<file path="src/rtl/rst_seq_pkg.sv">
// Shared types for the reset sequencer: FSM states, reset causes and counter sizing.
package rst_seq_pkg;

  typedef enum logic [1:0] {S_HOLD, S_REL, S_RUN} rst_seq_state_e;

  typedef enum logic [1:0] {CAUSE_POR, CAUSE_SW, CAUSE_DBG, CAUSE_WDT} rst_cause_e;

  // Wide enough to reach the larger of the two terminal counts without wrapping.
  function automatic int rst_seq_cnt_width(input int hold_cycles, input int stagger_cycles);
    int max_cycles;
    max_cycles = (hold_cycles > stagger_cycles) ? hold_cycles : stagger_cycles;
    return $clog2(max_cycles + 1);
  endfunction

endpackage

</file>
<file path="src/rtl/rst_seq_ctrl.sv">
// Reset sequencer: holds periph/core resets, releases periph then core, re-asserts on requests.
// Optional RST_SEQ_CAUSE_EN adds the registered rst_cause_o output.
module rst_seq_ctrl
  import rst_seq_pkg::*;
#(
  parameter int HOLD_CYCLES    = 16,
  parameter int STAGGER_CYCLES = 4
) (
  input  logic       clk,
  input  logic       rst_ni,
  input  logic       sw_rst_req_i,
  input  logic       dbg_rst_req_i,
  input  logic       wdt_rst_req_i,
  output logic       periph_rst_no,
  output logic       core_rst_no,
  output logic       rst_busy_o
`ifdef RST_SEQ_CAUSE_EN
  ,
  output logic [1:0] rst_cause_o
`endif
);

  localparam int CW = rst_seq_cnt_width(HOLD_CYCLES, STAGGER_CYCLES);
  localparam logic [CW-1:0] HOLD_LAST = CW'(HOLD_CYCLES - 1);
  localparam logic [CW-1:0] STAG_LAST = CW'((STAGGER_CYCLES == 0) ? 0 : STAGGER_CYCLES - 1);

  rst_seq_state_e state_q, state_d;
  logic [CW-1:0]  cnt_q, cnt_d;
  logic           periph_q, periph_d;
  logic           core_q, core_d;
  logic           req;

  assign req = sw_rst_req_i | wdt_rst_req_i | dbg_rst_req_i;

  always_comb begin
    state_d  = state_q;
    cnt_d    = cnt_q;
    periph_d = periph_q;
    core_d   = core_q;
    if (req) begin
      // Any request, in any state, restarts the whole sequence from the top of HOLD.
      state_d  = S_HOLD;
      cnt_d    = '0;
      periph_d = 1'b0;
      core_d   = 1'b0;
    end else begin
      case (state_q)
        S_HOLD: begin
          if (cnt_q == HOLD_LAST) begin
            cnt_d    = '0;
            periph_d = 1'b1;
            if (STAGGER_CYCLES == 0) begin
              state_d = S_RUN;
              core_d  = 1'b1;
            end else begin
              state_d = S_REL;
            end
          end else begin
            cnt_d = cnt_q + CW'(1);
          end
        end
        S_REL: begin
          if (cnt_q == STAG_LAST) begin
            state_d = S_RUN;
            cnt_d   = '0;
            core_d  = 1'b1;
          end else begin
            cnt_d = cnt_q + CW'(1);
          end
        end
        S_RUN: begin
          cnt_d = '0;
        end
        default: begin
          state_d  = S_HOLD;
          cnt_d    = '0;
          periph_d = 1'b0;
          core_d   = 1'b0;
        end
      endcase
    end
  end

  always_ff @(posedge clk or negedge rst_ni) begin
    if (!rst_ni) begin
      state_q  <= S_HOLD;
      cnt_q    <= '0;
      periph_q <= 1'b0;
      core_q   <= 1'b0;
    end else begin
      state_q  <= state_d;
      cnt_q    <= cnt_d;
      periph_q <= periph_d;
      core_q   <= core_d;
    end
  end

  assign periph_rst_no = periph_q;
  assign core_rst_no   = core_q;
  assign rst_busy_o    = (state_q != S_RUN);

`ifdef RST_SEQ_CAUSE_EN
  rst_cause_e cause_q, cause_d;

  // Simultaneous requests record the highest-priority source: WDT > DBG > SW.
  always_comb begin
    cause_d = cause_q;
    if (wdt_rst_req_i) begin
      cause_d = CAUSE_WDT;
    end else if (dbg_rst_req_i) begin
      cause_d = CAUSE_DBG;
    end else if (sw_rst_req_i) begin
      cause_d = CAUSE_SW;
    end
  end

  always_ff @(posedge clk or negedge rst_ni) begin
    if (!rst_ni) begin
      cause_q <= CAUSE_POR;
    end else begin
      cause_q <= cause_d;
    end
  end

  assign rst_cause_o = cause_q;
`else
  // Without cause tracking the request sources only feed the sequencing logic.
`endif

endmodule
</file>
<file path="config.mk">
export PLATFORM = sky130hd
export DESIGN_NAME = rst_seq_ctrl
export DESIGN_NICKNAME = d
export VERILOG_FILES = /design/src/rtl/rst_seq_pkg.sv /design/src/rtl/rst_seq_ctrl.sv
export SDC_FILE = /design/constraint.sdc
export NUM_CORES = 1
export LEC_CHECK = 0
export ABC_AREA = 1
export ABC_CLOCK_PERIOD_IN_PS = 3960
export CORE_AREA = 5 5 42 44
export DETAILED_ROUTE_END_ITERATION = 10
export DIE_AREA = 0 0 47 49
export PLACE_DENSITY = 0.65
export RECOVER_POWER = 25
export SYNTH_ARGS = -nofsm -noshare
export SYNTH_HDL_FRONTEND = slang
export SYNTH_SLANG_ARGS = --single-unit
</file>
<file path="constraint.sdc">
create_clock -name clk -period 3.96 [get_ports clk]
set_clock_uncertainty 0.2 [all_clocks]
set_input_delay 1.188 -clock clk [delete_from_list [all_inputs] [get_ports clk]]
set_output_delay 1.188 -clock clk [all_outputs]
set_load 0.005 [all_outputs]
</file>
# [After elaboration in Yosys (flattened, before gate mapping)]
# Index checks and enable logic that the tools add are counted.
[classes] shift=0 n_mul=0 addsub=1 div_mod_pow=0 order_cmp=0 muxes=14 n_reduce_logical=6 eq_ne=10 bitwise_logic=2
[op_table] operator="5-bit two-way mux" count=3
[op_table] operator="5-bit one-hot mux with 2 select lines" count=1
[op_table] operator="2-bit two-way mux" count=3
[op_table] operator="3-bit inequality test, second input constant" count=2
[op_table] operator="2-bit one-hot mux with 3 select lines" count=1
[op_table] operator="5-bit by 1-bit adder with 5-bit output, second input constant" count=1
[op_table] operator="5-bit by 2-bit == test with 1-bit output, second input constant" count=1
[op_table] operator="5-bit by 4-bit == test with 1-bit output, second input constant" count=1
[op_table] operator="1-bit two-way mux" count=4
[op_table] operator="2-bit by 1-bit inequality test with 1-bit output, second input constant" count=2
[op_table] operator="2-bit inequality test, second input constant" count=2
[op_table] operator="1-bit one-hot mux with 2 select lines" count=2
[op_table] operator="2-bit AND reduction" count=2
[op_table] operator="2-bit OR reduction" count=2
[op_table] operator="3-bit AND reduction" count=1
[op_table] operator="2-bit by 1-bit == test with 1-bit output, second input constant" count=1
[op_table] operator="2-bit == test, second input constant" count=1
[op_table] operator="2-bit zero test" count=1
[op_table] operator="1-bit bitwise OR" count=2
[word_totals] ramBits=0 latchBits=0 n_memories=0 register_bits=9 word_cells=37 romBits=0 output_inout_bits=3

# [Logic depth before layout (Yosys ltp)]
[depth] word_depth=4 depth_mapped=9

# [Worst setup path before layout]
# OpenSTA, ideal clock, no wires.
[synth_path] path_type="register to output" from="reg state_q[0]" to="out rst_busy_o" n_path_buf=0 path_slack_ns=1.856 t_arrival_ns=0.716 stages_incl_launch_ff=4 path_cell_list="dfrtp_1 > inv_1 > ha_1 > inv_1"
[synth_via] elab_chain_cells=1
[synth_lines] item="from (decl)" line="rst_seq_ctrl.sv:27" rtl="rst_seq_state_e state_q, state_d;"
[synth_lines] item="from (signal assigned)" line="rst_seq_ctrl.sv:91" rtl="state_q <= state_d;"
[synth_lines] item="2-bit inequality test" line="rst_seq_ctrl.sv:100" rtl="assign rst_busy_o = (state_q != S_RUN);"
[synth_lines] item="to (decl)" line="rst_seq_ctrl.sv:16" rtl="output logic rst_busy_o"
# No other way between the ends.

# [Worst setup path in the final report]
# Ends and elaborated chain as after synthesis.

==> qor.txt <==
OUTCOME
----------------------------------------------------------------------------------------------------
Outcome ...............................................................................    completed

SYNTH
----------------------------------------------------------------------------------------------------
Cell accounting for the most synthesized area ......................................... sky130_fd_sc_hd__dfrtp_1
Portion of the post-synthesis area used by sequential elements ........................        39.5%
Share of the synthesized area in the top cell type ....................................        39.5%
Dominant cells by area after synthesis ................................................ sky130_fd_sc_hd__dfrtp_1 39%, sky130_fd_sc_hd__ha_1 15%, sky130_fd_sc_hd__inv_1 7.2%
Area of the mapped netlist ............................................................      571 um2
Top cells by instance count after synthesis ........................................... 11 x sky130_fd_sc_hd__inv_1, 9 x sky130_fd_sc_hd__dfrtp_1, 7 x sky130_fd_sc_hd__ha_1, 7 x sky130_fd_sc_hd__nand2_1
Fraction of synthesis flops using an asynchronous set or reset pin ....................         100%
Prevailing post-synth register cell ................................................... sky130_fd_sc_hd__dfrtp_1
Average instance area after synthesis .................................................     9.06 um2
Count of state elements after synthesis ...............................................            9
Synthesis warning total ...............................................................            0
Number of enable-type register cells in the synthesized netlist .......................            0
Number of distinct standard cells referenced by the synthesized netlist ...............           17
Number of nets produced by synthesis ..................................................           75
Most common cell in the netlist ....................................................... sky130_fd_sc_hd__inv_1
Cells after synthesis .................................................................           63

SETUP PATH
----------------------------------------------------------------------------------------------------
Slowest stage cell, crit path ......................................................... sky130_fd_sc_hd__clkdlybuf4s50_1
Crit Path Max Fanout ..................................................................            4
Data required time at the worst endpoint ..............................................      2.57 ns
Crit path capture type ................................................................  output port
Setup slack of the worst register-to-register path ....................................      2.10 ns
Data arrival time at the worst-slack endpoint .........................................      1.52 ns
CP max stage delay ....................................................................      0.49 ns
Cell Chain, Critical Path ............................................................. inv_1 > ha_1 > inv_1 > clkdlybuf4s50_1
Critical Path Source Type .............................................................         flop
Category of the most critical setup path ..............................................   reg -> out
Critical path's most frequent cell .................................................... sky130_fd_sc_hd__inv_1

DRT
----------------------------------------------------------------------------------------------------
# DRC .................................................................................            0
WL final ..............................................................................      1040 um
DR vias ...............................................................................          429
Residual antenna-violating net count after detailed routing ...........................            0
Post-detailed-route via-to-cell ratio .................................................         4.77
Detailed Route Iter0 Violations .......................................................           11
Post-DR wirelength/cell ...............................................................      11.5 um
First drt pass iteration count ........................................................            4

DIE
----------------------------------------------------------------------------------------------------
Die footprint .........................................................................     2300 um2
Placement Rows ........................................................................           14
Width of the die ......................................................................        47 um
Die extent in y .......................................................................        49 um
Core area .............................................................................     1400 um2
Top-level port count ..................................................................            8
Starting density of the core ..........................................................        40.7%

MIN PATH
----------------------------------------------------------------------------------------------------
Kind of path behind the tightest hold check ...........................................   reg -> reg

POWER AND IR DROP
----------------------------------------------------------------------------------------------------
P per Cell Area .......................................................................   274 nW/um2
Max VDD drop ..........................................................................       203 uV
Lkg Pwr ...............................................................................     0.322 nW

FINISH
----------------------------------------------------------------------------------------------------
Multi-input combinational cell area ...................................................      295 um2
Area added between synthesis and finish ...............................................        20.4%
Fraction of layout instances using a drive strength above 1 ...........................        20.3%
Number of nets at the end of the flow .................................................           87
Register area .........................................................................      225 um2
Filler cell count .....................................................................          147
Antenna diode count ...................................................................            0

CLOCK NETWORK
----------------------------------------------------------------------------------------------------
TritonCTS clock tree ..................................................................        built
Count of hold-fix buffers inserted at cts .............................................            0
Master cell of the clock root buffer .................................................. sky130_fd_sc_hd__clkbuf_4
TritonCTS buffer count ................................................................            3
Resize count post-CTS .................................................................            0
Post-CTS setup repair buffer count ....................................................            0
Clock H-tree levels ...................................................................            1
CTS Buffer Depth ......................................................................            2
Clock-pin slew reported for the worst setup and hold paths after clock tree synthesis .      0.06 ns
Clock insertion delay at the later pin of the skew report .............................      0.26 ns
Clock Sinks ...........................................................................            9

GLOBAL ROUTE
----------------------------------------------------------------------------------------------------
Total track usage .....................................................................        11.0%
Pin count of the biggest net entering global routing ..................................           10
Antenna violations before repair ......................................................            0
First-pass GRT wire length ............................................................      1700 um
Global route total overflow ...........................................................            0
Via count of the first global-routing pass ............................................          402

TIMING
----------------------------------------------------------------------------------------------------
Highest Clock Rate ....................................................................    0.344 GHz
Post-route clock period utilization ...................................................        73.3%
Fin. Hold Viols .......................................................................            0
Fin Hold WS ...........................................................................     0.270 ns
Count of endpoints failing setup in the final report ..................................            0
Setup TNS after final layout ..........................................................         0 ns
Clock period minus final worst setup slack ............................................      2.90 ns
Unrepaired setup endpoints after global routing .......................................        false
Worst-margin pin slew .................................................................     0.416 ns
Relative slew slack ...................................................................        72.2%
Count of pins over their slew limit ...................................................            0

PLACE
----------------------------------------------------------------------------------------------------
Final RePlAce weighted congestion .....................................................        0.797
Port-buffer cells .....................................................................            7
Hpwl dp ...............................................................................       800 um

RUN
----------------------------------------------------------------------------------------------------
Number of maximum-capacitance constraint violations ...................................            0

-- cell usage in the layout (no fill, tap or decap), types with 2 or more instances in the layout --
cell type                         synthesis  layout
sky130_fd_sc_hd__inv_1                   11      11
sky130_fd_sc_hd__dfrtp_1                  9       9
sky130_fd_sc_hd__nand2_1                  7       7
sky130_fd_sc_hd__ha_1                     7       7
sky130_fd_sc_hd__nor2_2                   6       6
sky130_fd_sc_hd__nor2_1                   6       6
sky130_fd_sc_hd__clkdlybuf4s50_1          0       6
sky130_fd_sc_hd__nand3_1                  3       3
sky130_fd_sc_hd__nand4_1                  3       3
sky130_fd_sc_hd__clkbuf_4                 0       3
sky130_fd_sc_hd__nand2_2                  2       2
sky130_fd_sc_hd__o31ai_1                  2       2
-- report_power, final --
| part | switching, mW | total, mW | internal (mW) |
|---|---|---|---|
| registers | 0.00130 | 0.0947 | 0.0934 |
| logic | 0.0116 | 0.0205 | 0.00886 |
| clock network | 0.0339 | 0.0729 | 0.0390 |
-- kinds of logic (layout without fill, tap and decap cells) --
group / Yosys count / in the layout / synth area share (%)
adder cells (fa/ha/maj): 7 / 7 / 15.4
XOR/XNOR: 2 / 2 / 3.07
AND/OR/NAND/NOR: 29 / 29 / 27.9
AO/OA/AOI/OAI: 4 / 4 / 5.48
buffers and inverters: 12 / 23 / 8.77
flip-flops: 9 / 9 / 39.5
-- per-layer routing --
metal	vias to the layer above	wire length, um	global-route usage (%)	share of wire [%]
li1	222	-	-	-
met4	0	47	11.1	4.5
met2	11	466	14.5	45
met3	5	71	3.69	6.9
met1	191	451	12.9	44
met5	-	0	0	0
-- layout make-up --
| class | count | area share [%] |
|---|---|---|
| Timing Repair Buffer | 7 | 10.2 |
| Sequential cell | 9 | 32.8 |
| Clock buffer | 4 | 3.83 |
| Inverter | 12 | 7.29 |
| Multi-Input combinational cell | 42 | 43.0 |
| Tap cell | 16 | 2.91 |
-- sequential cells by signal, summed over array words and instances (netlist names) --
name,cells
cnt_q,5
core_rst_no,1
periph_rst_no,1
state_q,2
-- per-stage QoR --
stage                     cells  total power [mW]  area (um2)  util (%)  worst slack [ns]
after floorplan              63             0.108         571         -              1.86
after global placement       86             0.117         661      47.1              1.36
after detailed placement     86             0.117         661      47.1              1.34
after CTS                    90             0.191         687      49.0              1.05
after global routing         90             0.199         687      49.0             0.952
final                        90             0.188         687      49.0              1.06
-- critical path, delay by kind of cell (launching register included) --
family | cells | cell delay (ns)
flip-flops | 1 | 0.39
adder cells (fa/ha/maj) | 1 | 0.24
buffers and inverters | 3 | 0.63
-- final timing paths --
check | depth (start not counted) | endpoint | startpoint
max | 4 | rst_busy_o | state_q[0]
min | 1 | cnt_q[0] | cnt_q[0]
max reg2reg | 8 | cnt_q[0] | cnt_q[0]
min reg2reg | 1 | cnt_q[0] | cnt_q[0]
max in group asynchronous | 1 | cnt_q[4] | rst_ni
min in group asynchronous | 1 | cnt_q[0] | rst_ni
Note: power is estimated with default switching activity, not from simulation.
